File: src/rtl/approx_mul4_err_eval_if.sv
// Operand/product bus between the error engine and the approximate multiplier.
// The engine drives the operands and the multiplier returns the product.
interface approx_mul4_err_eval_if;
  logic [3:0] op_a;
  logic [3:0] op_b;
  logic [7:0] approx_r;

  modport master (
    output op_a,
    output op_b,
    input  approx_r
  );

  modport slave (
    input  op_a,
    input  op_b,
    output approx_r
  );
endinterface

File: src/rtl/approx_mul4_err_eval.sv
// Exhaustive 4x4 approximate-multiplier error engine: sweeps all 256 pairs,
// aligns returned products with exact ones and accumulates error statistics.
module approx_mul4_err_eval #(
  parameter int EXT_LAT = 0
) (
  input  logic                   i_clk,
  input  logic                   i_rst,
  input  logic                   i_start,
  approx_mul4_err_eval_if.master mul,
  output logic                   o_busy,
  output logic                   o_done,
  output logic [8:0]             o_err_count,
  output logic [15:0]            o_sum_abs_err,
  output logic [17:0]            o_sum_sgn_err,
  output logic [7:0]             o_max_abs_err
);

  typedef enum logic [1:0] {
    S_IDLE,
    S_SWEEP,
    S_DRAIN,
    S_DONE
  } state_t;

  localparam logic [3:0] DRAIN_LAST = 4'(EXT_LAT + 1);

  state_t      r_state;
  state_t      w_next;
  logic [7:0]  r_idx;
  logic [3:0]  r_dcnt;
  logic [3:0]  r_opa;
  logic [3:0]  r_opb;
  logic        r_opv;
  logic        w_go;
  logic [7:0]  w_exact;
  logic [7:0]  w_exact_d;
  logic        w_v_d;

  logic        r_s1_v;
  logic [7:0]  r_s1_apx;
  logic [7:0]  r_s1_ex;
  logic [8:0]  w_diff;
  logic [8:0]  w_neg;
  logic [7:0]  w_abs;

  logic [8:0]  r_cnt;
  logic [15:0] r_abs;
  logic [17:0] r_sgn;
  logic [7:0]  r_max;

  assign w_go = i_start &&
                (r_state == S_IDLE || r_state == S_DONE);

  always_comb begin
    w_next = r_state;
    unique case (r_state)
      S_IDLE:  if (i_start) w_next = S_SWEEP;
      S_SWEEP: if (r_idx == 8'hff) w_next = S_DRAIN;
      S_DRAIN: if (r_dcnt == DRAIN_LAST) w_next = S_DONE;
      S_DONE:  if (i_start) w_next = S_SWEEP;
      default: w_next = S_IDLE;
    endcase
  end

  always_ff @(posedge i_clk) begin
    if (i_rst) begin
      r_state <= S_IDLE;
      r_idx   <= '0;
      r_dcnt  <= '0;
      r_opa   <= '0;
      r_opb   <= '0;
      r_opv   <= 1'b0;
    end else begin
      r_state <= w_next;
      if (w_go) r_idx <= '0;
      if (r_state == S_SWEEP) begin
        r_opa <= r_idx[7:4];
        r_opb <= r_idx[3:0];
        r_opv <= 1'b1;
        if (r_idx != 8'hff) r_idx <= r_idx + 8'd1;
      end else begin
        r_opv <= 1'b0;
      end
      if (r_state == S_DRAIN) r_dcnt <= r_dcnt + 4'd1;
      else                    r_dcnt <= '0;
    end
  end

  assign mul.op_a = r_opa;
  assign mul.op_b = r_opb;
  assign w_exact  = {4'b0, r_opa} * {4'b0, r_opb};

  // Exact product rides alongside the external multiplier's own latency.
  generate
    if (EXT_LAT == 0) begin : g_nodly
      assign w_exact_d = w_exact;
      assign w_v_d     = r_opv;
    end else begin : g_dly
      logic [7:0]         r_dl_x [EXT_LAT];
      logic [EXT_LAT-1:0] r_dl_v;
      always_ff @(posedge i_clk) begin
        if (i_rst) begin
          r_dl_v <= '0;
          for (int i = 0; i < EXT_LAT; i++) r_dl_x[i] <= '0;
        end else begin
          r_dl_v[0] <= r_opv;
          r_dl_x[0] <= w_exact;
          for (int i = 1; i < EXT_LAT; i++) begin
            r_dl_v[i] <= r_dl_v[i-1];
            r_dl_x[i] <= r_dl_x[i-1];
          end
        end
      end
      assign w_exact_d = r_dl_x[EXT_LAT-1];
      assign w_v_d     = r_dl_v[EXT_LAT-1];
    end
  endgenerate

  always_ff @(posedge i_clk) begin
    if (i_rst) begin
      r_s1_v   <= 1'b0;
      r_s1_apx <= '0;
      r_s1_ex  <= '0;
    end else begin
      r_s1_v   <= w_v_d;
      r_s1_apx <= mul.approx_r;
      r_s1_ex  <= w_exact_d;
    end
  end

  assign w_diff = {1'b0, r_s1_apx} - {1'b0, r_s1_ex};
  assign w_neg  = -w_diff;
  assign w_abs  = w_diff[8] ? w_neg[7:0] : w_diff[7:0];

  always_ff @(posedge i_clk) begin
    if (i_rst || w_go) begin
      r_cnt <= '0;
      r_abs <= '0;
      r_sgn <= '0;
      r_max <= '0;
    end else if (r_s1_v) begin
      if (w_diff != 9'd0) r_cnt <= r_cnt + 9'd1;
      r_abs <= r_abs + {8'b0, w_abs};
      r_sgn <= r_sgn + {{9{w_diff[8]}}, w_diff};
      if (w_abs > r_max) r_max <= w_abs;
    end
  end

  assign o_busy        = (r_state == S_SWEEP) ||
                         (r_state == S_DRAIN);
  assign o_done        = (r_state == S_DONE);
  assign o_err_count   = r_cnt;
  assign o_sum_abs_err = r_abs;
  assign o_sum_sgn_err = r_sgn;
  assign o_max_abs_err = r_max;

endmodule

File: src/flat_wrapper.sv
// flat-port wrapper written by rule: the top's interface ports become plain ports
module approx_mul4_err_eval_flat 
#(
  parameter int EXT_LAT = 0
)
  (i_clk, i_rst, i_start, o_busy, o_done, o_err_count, o_sum_abs_err, o_sum_sgn_err, o_max_abs_err, mul_op_a, mul_op_b, mul_approx_r);
  approx_mul4_err_eval_if mul_i ();
  input  logic i_clk;
  input  logic i_rst;
  input  logic i_start;
  output logic o_busy;
  output logic o_done;
  output logic [8:0] o_err_count;
  output logic [15:0] o_sum_abs_err;
  output logic [17:0] o_sum_sgn_err;
  output logic [7:0] o_max_abs_err;
  output wire logic [$bits(mul_i.op_a)-1:0] mul_op_a;
  output wire logic [$bits(mul_i.op_b)-1:0] mul_op_b;
  input wire logic [$bits(mul_i.approx_r)-1:0] mul_approx_r;
  assign mul_op_a = mul_i.op_a;
  assign mul_op_b = mul_i.op_b;
  assign mul_i.approx_r = mul_approx_r;
  approx_mul4_err_eval #(.EXT_LAT(EXT_LAT)) u_core (.i_clk(i_clk), .i_rst(i_rst), .i_start(i_start), .mul(mul_i), .o_busy(o_busy), .o_done(o_done), .o_err_count(o_err_count), .o_sum_abs_err(o_sum_abs_err), .o_sum_sgn_err(o_sum_sgn_err), .o_max_abs_err(o_max_abs_err));
endmodule
File: config.mk
export PLATFORM = sky130hd
export DESIGN_NAME = approx_mul4_err_eval_flat
export DESIGN_NICKNAME = d
export VERILOG_FILES = /design/src/rtl/approx_mul4_err_eval_if.sv /design/src/rtl/approx_mul4_err_eval.sv /design/src/flat_wrapper.sv
export SDC_FILE = /design/constraint.sdc
export NUM_CORES = 1
export LEC_CHECK = 0
export ABC_CLOCK_PERIOD_IN_PS = 3900
export CAP_MARGIN = 25
export CORE_MARGIN = 2
export CORE_UTILIZATION = 30
export DETAILED_ROUTE_END_ITERATION = 16
export GPL_ROUTABILITY_DRIVEN = 0
export GPL_TIMING_DRIVEN = 0
export PLACE_DENSITY = 0.57
export RECOVER_POWER = 25
export SYNTH_ARGS = -nofsm -noshare
export SYNTH_HDL_FRONTEND = slang
export SYNTH_SLANG_ARGS = --single-unit
export TNS_END_PERCENT = 100
File: constraint.sdc
create_clock -name i_clk -period 3.9 [get_ports i_clk]
set_input_delay 0.78 -clock i_clk [delete_from_list [all_inputs] [get_ports i_clk]]
set_output_delay 0.78 -clock i_clk [all_outputs]
set_load 0.02 [all_outputs]
==> impl_results.rst, run 1 <==
.. list-table::
   :header-rows: 1

   * - Metric
     - Value
   * - Ratio of total power to cell area
     - 405 nW/µm²
   * - Number of clock buffers inserted by TritonCTS
     - 9
   * - Share of final-layout standard cells stronger than drive strength 1
     - 0.0882
   * - Highest clock rate
     - 268 MHz
   * - Final max-slew violation count
     - 0
   * - Global route total overflow
     - 0
   * - IO Port Bufs
     - 71
   * - Initial antenna violation count
     - 0
   * - Worst hold margin
     - 445 ps
   * - Static Leakage
     - 0.00296 µW
   * - Area enclosed by the die boundary
     - 19800 µm²
   * - Area overhead of the layout relative to synthesis
     - 27.2%
   * - Area share of the largest cell type after synthesis
     - 0.325
   * - Final period utilization
     - 0.955
   * - Clock input transition at the sequential cells of the worst setup and hold paths
     - 70 ps
   * - Total Wirelength
     - 13.5 mm
   * - IR Drop Worst-Case VDD
     - 379 µV
   * - DRC Markers
     - 0
   * - Detailed-route wire length per cell
     - 13.9 µm
   * - HPWL after DPL
     - 10.1 mm
   * - Cell types occupying the most area after synthesis
     - dfxtp_1 (32%), ha_1 (14%), nor2_1 (5.6%), mux2i_1 (5.4%), xnor2_1 (4.4%)
   * - Number of clock sinks
     - 91
   * - Average cell area after synthesis
     - 8.77 µm²
   * - Via count of the first global-routing pass
     - 4311
   * - Sequential share of power
     - 0.354
   * - Synth Cell Area
     - 5610 µm²
   * - Kind of end point of the critical path
     - flip-flop
   * - Data required time at the worst endpoint
     - 4130 ps
   * - Width of the die
     - 141 µm
   * - Number of setup violations in the final report
     - 0
   * - Total inserted antenna cells
     - 0
   * - Sequential cell area
     - 1820 µm²
   * - Maximum number of pins on one net before global-route repair
     - 15
   * - CTS H-Tree Depth
     - 3
   * - Placed instance area
     - 6620 µm²
   * - Buffer depth of the longest clock path
     - 2
   * - Synth area leader
     - dfxtp_1
   * - Status
     - complete, no violations
   * - CP max FO
     - 5
   * - Share of flip-flops with an asynchronous set or reset
     - 0
   * - Number of violations of the max-capacitance limit
     - 0
   * - Vertical die dimension
     - 141 µm
   * - Global-route wire length before repair
     - 22.1 mm
   * - Final-stage net count
     - 813
   * - CORE AREA
     - 18500 µm²
   * - Post-CTS Hold Buffers
     - 0
   * - Rel. slew slack
     - 0.469
   * - Starting density of the core
     - 0.303
   * - Number of unique standard cell types used by synthesis
     - 57
   * - Minimum setup slack in the final design
     - 174 ps
   * - Most used flip-flop cell after synthesis
     - dfxtp_1
   * - Combined area of the multi-input logic cells
     - 3700 µm²
   * - Clock tree from TritonCTS
     - yes
   * - Switching share of power
     - 0.340
   * - Final critical path time including I/O delays and setup
     - 3730 ps
   * - Data arrival time at the worst-slack endpoint
     - 3950 ps
   * - Classification of the worst setup path
     - flip-flop to flip-flop
   * - Count of flip-flops with a built-in enable after synthesis
     - 0
   * - Worst Skew
     - 4.68 ps
   * - All-Layer GR Usage
     - 0.139
   * - Via/cell ratio
     - 4.75
   * - Number of routed nets with antenna violations
     - 0
   * - Count of non-filler cells in the finished layout
     - 971
   * - Root Driver
     - clkbuf_16
   * - Clock latency on the worst-skew pair
     - 350 ps
   * - Fill cells
     - 1890
   * - Number of instances in the synthesized netlist
     - 640
   * - Clock Power Share
     - 0.327
   * - Post-placement worst setup slack
     - -399 ps
   * - Sequential element share of the synthesized area
     - 0.325
   * - Register bit count reported by yosys
     - 91
   * - Commonest non-fill, non-tap cell in the layout
     - dfxtp_1
   * - Number of failing hold endpoints at the final stage
     - 0
   * - Io pins
     - 72
   * - Commonest non-fill, non-tap cells in the layout
     - dfxtp_1 (91), nor2_1 (83), ha_1 (60)
   * - Net Switching
     - 983 µW
   * - Area of all placed cells without fillers
     - 7140 µm²
   * - Setup crit start kind
     - flip-flop
   * - Type of the most critical hold path
     - flip-flop to flip-flop
   * - Violation count after the first detailed-routing iteration
     - 177
   * - Measured slew at the worst slew-check pin
     - 797 ps
   * - Part of the total power dissipated in combinational logic
     - 0.320
   * - Number of cells in the design after placement
     - 945
   * - Syn Nets
     - 721
   * - Placement Rows
     - 50
   * - Total internal power
     - 1910 µW
   * - Iteration count of the initial detailed-routing pass
     - 4
   * - Warning count from the yosys run
     - 0
   * - Total number of vias
     - 4614
[per-stage QoR]
stage          setup TNS, ps   util  power [µW]
2_1_floorplan              0      -        1670
3_3_place_gp           -2780  0.357        1920
3_5_place_dp           -3240  0.357        1920
4_1_cts                    0  0.378        2900
5_1_grt                -65.5  0.386        3080
6_report                   0  0.386        2890
[logic make-up (layout without fill, tap and decap cells)]
group	Yosys count	in the layout	synth area share
compound gates	134	135	0.156
xor+xnor	47	47	0.0760
fa+ha+maj	70	70	0.165
buf+inv	60	156	0.0406
flops	91	91	0.325
mux	31	31	0.0555
simple gates	207	207	0.181
[synth_stat cells, drive strengths merged, types with 2 or more instances]
master   instances
a21oi           50
xor2            17
dfxtp           91
or2              3
nand2b           7
o31a             2
o211ai           2
o21ai           26
a22oi            3
and4             4
clkbuf          15
mux2i           30
nor2            84
a2111oi          2
o21bai           3
buf              3
nor2b           18
o22ai            3
o211a            2
o21a             3
a31oi            3
and2            13
nand4            7
fa               7
nor3             6
a21o            15
and3             7
inv             42
ha              63
nand2           31
a211oi           9
xnor2           30
a31o             3
nand3           16
or3              7
nand3b           3
[path summary, 6_finish.rpt]
check / from / end / slack, ps / depth (start not counted)
hold / removal: u_core.r_opv / u_core.r_s1_v / 450 / 1
setup / recovery: u_core.r_s1_apx[0] / u_core.o_sum_abs_err[14] / 170 / 21
setup reg to reg: u_core.r_s1_apx[0] / u_core.o_sum_abs_err[14] / 170 / 21
hold reg to reg: u_core.r_opv / u_core.r_s1_v / 450 / 1
[layer usage]
layer  track usage  share of wire  routed length (µm)  up-vias
met3        0.0380          0.041                 551       15
li1              -              -                   -     2419
met5             0              0                   0        -
met1         0.187           0.50                6730     2101
met4        0.0379          0.013                 175        0
met2         0.220           0.45                6080       79
[worst max-delay path, stage by stage (launching register included)]
cell       delay, ps
dfxtp_1          300
inv_1             80
ha_4             150
fa_2             270
nor2b_4           60
o31a_4           300
o221ai_4         160
a21oi_4          110
buf_4            160
buf_4            130
nor2_2           130
a21oi_4           60
fa_2             370
a21o_1           180
a21oi_2          180
o21bai_2         130
a2111oi_4        310
a211oi_2          50
buf_4            160
nand3_1           90
xor2_1           150
nor2_1            50
[sequential cells by signal (all words and copies together) (netlist names)]
name,cells
u_core.o_sum_abs_err,16
u_core.mul.op_a,4
u_core.o_max_abs_err,8
u_core.r_s1_ex,8
u_core.r_opv,1
u_core.r_s1_apx,8
u_core.o_err_count,9
u_core.r_state,2
u_core.r_dcnt,4
u_core.o_sum_sgn_err,18
u_core.mul.op_b,4
u_core.r_s1_v,1
u_core.r_idx,8
[power groups by stage]
stage	combinational, µW	clock [µW]	sequential (µW)
2_1_floorplan	612	0	1060
3_3_place_gp	877	0	1040
3_5_place_dp	879	0	1050
4_1_cts	907	974	1020
5_1_grt	1040	1010	1030
6_report	925	946	1020
[timing repair]
item                       in CTS  in global routing
gates resized for setup         9                 20
buffers inserted                7                  3
pin swaps                       3                  6
cloned                          0                  1
setup endpoints to repair      18                 19
[cell type report]
type                       instances  share of cell area
timing repair buffer              81               0.110
inverter                          42              0.0224
multi-input combinational        490               0.519
sequential                        91               0.255
tap                              234              0.0410
clock inverter                     4              0.0105
buffer                            17             0.00894
clock buffer                      12              0.0331
(Power assumes the default switching activity.)
==> run 2: changes to the inputs <==
--- a/config.mk
+++ b/config.mk
@@ -7,12 +7,11 @@
 export LEC_CHECK = 0
 export ABC_CLOCK_PERIOD_IN_PS = 3900
 export CAP_MARGIN = 25
-export CORE_MARGIN = 2
-export CORE_UTILIZATION = 30
+export CORE_UTILIZATION = 51
 export DETAILED_ROUTE_END_ITERATION = 16
 export GPL_ROUTABILITY_DRIVEN = 0
 export GPL_TIMING_DRIVEN = 0
-export PLACE_DENSITY = 0.57
+export PLACE_DENSITY = 0.84
 export RECOVER_POWER = 25
 export SYNTH_ARGS = -nofsm -noshare
 export SYNTH_HDL_FRONTEND = slang
==> impl_results.rst, run 2 (synthesis gave the netlist of run 1 again) <==
.. list-table::
   :header-rows: 1

   * - Metric
     - Value
   * - Status
     - complete, no violations
   * - Width of the die
     - 107 µm
   * - Vertical die dimension
     - 107 µm
   * - CORE AREA
     - 10500 µm²
   * - HPWL after DPL
     - 10.1 mm
   * - Commonest non-fill, non-tap cells in the layout
     - dfxtp_1 (91), nor2_1 (83), clkdlybuf4s50_1 (67)
   * - Area overhead of the layout relative to synthesis
     - 22.5%
   * - WHS Path Cells
     - 1
   * - All-Layer GR Usage
     - 0.250
   * - Total Wirelength
     - 13.8 mm
   * - Io pins
     - 72
   * - Data required time at the worst endpoint
     - 4160 ps
   * - Classification of the worst setup path
     - flip-flop to flip-flop
   * - Rel. slew slack
     - 0.474
   * - CTS H-Tree Depth
     - 3
   * - CP max FO
     - 14
   * - IR Drop Worst-Case VDD
     - 315 µV
   * - Global-route wire length before repair
     - 22.5 mm
   * - Starting density of the core
     - 0.534
   * - Maximum number of pins on one net before global-route repair
     - 16
   * - Clock input transition at the sequential cells of the worst setup and hold paths
     - 100 ps
   * - Initial antenna violation count
     - 0
   * - Worst Skew
     - 18.8 ps
   * - FF-to-FF Start
     - u_core.r_s1_apx[0]
   * - Worst-case reg-to-reg path depth
     - 17
   * - Area enclosed by the die boundary
     - 11400 µm²
   * - Clock latency on the worst-skew pair
     - 380 ps
   * - Reg-to-reg setup timing slack
     - 110 ps
   * - Final critical path time including I/O delays and setup
     - 3790 ps
   * - Number of clock sinks
     - 91
   * - Data arrival time at the worst-slack endpoint
     - 4050 ps
   * - Share of final-layout standard cells stronger than drive strength 1
     - 0.0820
   * - Core utilization of the finished layout
     - 0.654
   * - Number of violations of the max-capacitance limit
     - 0
   * - DRC Markers
     - 0
   * - IO Port Bufs
     - 71
   * - Kind of end point of the critical path
     - flip-flop
   * - Highest clock rate
     - 264 MHz
   * - Number of clock buffers inserted by TritonCTS
     - 9
   * - Final-stage net count
     - 809
   * - Final max-slew violation count
     - 0
   * - Iteration count of the initial detailed-routing pass
     - 5
   * - Via count of the first global-routing pass
     - 4843
   * - Total inserted antenna cells
     - 0
   * - Ratio of total power to cell area
     - 398 nW/µm²
   * - Number of failing hold endpoints at the final stage
     - 0
   * - Placement Rows
     - 37
   * - Total number of vias
     - 4908
   * - Commonest non-fill, non-tap cell in the layout
     - dfxtp_1
   * - Type of the most critical hold path
     - flip-flop to flip-flop
   * - Number of setup violations in the final report
     - 0
   * - Unrepaired setup endpoints after global routing
     - yes
   * - Minimum setup slack in the final design
     - 112 ps
   * - Count of non-filler cells in the finished layout
     - 868
   * - Measured slew at the worst slew-check pin
     - 789 ps
   * - Setup crit start kind
     - flip-flop
   * - Global route total overflow
     - 0
   * - Root Driver
     - clkbuf_8
   * - Number of flip-flops under the largest register name
     - 18
   * - Via/cell ratio
     - 5.65
   * - Buffer depth of the longest clock path
     - 2
   * - Detailed-route wire length per cell
     - 15.8 µm
   * - Clock tree from TritonCTS
     - yes
   * - Post-placement worst setup slack
     - -402 ps
   * - Number of cells in the design after placement
     - 847
   * - Final period utilization
     - 0.971
   * - End of the worst register-to-register path
     - u_core.o_sum_sgn_err[17]
   * - Capture endpoint of the worst hold path
     - u_core.r_s1_v
   * - Violation count after the first detailed-routing iteration
     - 229
   * - Worst min-delay path startpoint
     - u_core.r_opv
   * - Number of routed nets with antenna violations
     - 0
   * - Static Leakage
     - 0.00287 µW
run 2: changes by cell type in the layout (fill, tap and decap cells not counted), moves of 2 or more:
cell             before  now
clkbuf_16             9    0
clkdlybuf4s50_1      57   67
dlygate4sd3_1        14    4
buf_4                10    6
clkinvlp_4            2    0
clkbuf_8              0    9
clkbuf_1             17   14
run 2: timing repair:
item	in CTS	in global routing
gates resized for setup	7	15
gates cloned	0	1
setup buffers	3	3
hold buffers	0	0
pin swaps	2	8
setup endpoints to repair	17	20
run 2: metal layers:
metal,vias up,routed length [µm],track usage
li1,2399,-,-
met1,2305,5750,0.291
met2,175,6880,0.445
met3,29,829,0.0620
met4,0,295,0.0881
met5,-,0,0
run 2: layout make-up:
cell class              count  area (µm²)
plain buffers              17        63.8
clock buffers               9         124
clock inverters             6         113
fillers                   867        3630
inverters                  42         160
multi-input cells         490        3670
flip-flops and latches     91        1820
well taps                 136         170
repair buffers             77         756
run 2: power by group:
group          internal (µW)  total, µW  switching, µW
sequential               977       1020           44.6
combinational            371        940            570
clock                    425        776            351
total                   1770       2740            966
run 2: critical path, stage by stage, from the launching register on:
cell and delay, ps:
dfxtp_1 320, inv_1 40, ha_2 180, fa_2 420, nor2b_4 170, o31a_4 160
o221ai_2 110, a21oi_4 270, inv_4 150, ha_1 390, a21oi_2 200, o21ai_0 160
a21o_1 180, a31o_1 200, a221o_1 340, mux2i_1 180, xnor2_1 140, nor2_1 60
run 2: how the worst max path moves through the flow:
stage / start / to / slack (ps) / cells past startpoint
detailed placement: u_core.r_s1_apx[0] / u_core.o_sum_abs_err[15] / -400 / 18
CTS: u_core.r_s1_apx[0] / u_core.o_sum_abs_err[14] / 10 / 18
global placement: u_core.r_s1_apx[0] / u_core.o_sum_abs_err[15] / -210 / 18
finish: u_core.r_s1_apx[0] / u_core.o_sum_sgn_err[17] / 110 / 17
floorplan: u_core.r_s1_apx[0] / u_core.o_sum_abs_err[11] / 280 / 18
global route: u_core.r_s1_apx[0] / u_core.o_sum_abs_err[9] / -20 / 19
run 2: through the flow:
stage          power [µW]  hold slack, ps  cell area [µm²]  TNS (ps)
6_report             2740             459             6880         0
3_3_place_gp         1880             420             6490     -1290
5_1_grt              2890             479             6880     -55.4
2_1_floorplan        1670             414             5610         0
4_1_cts              2710             464             6770         0
3_5_place_dp         1920             437             6490     -3350
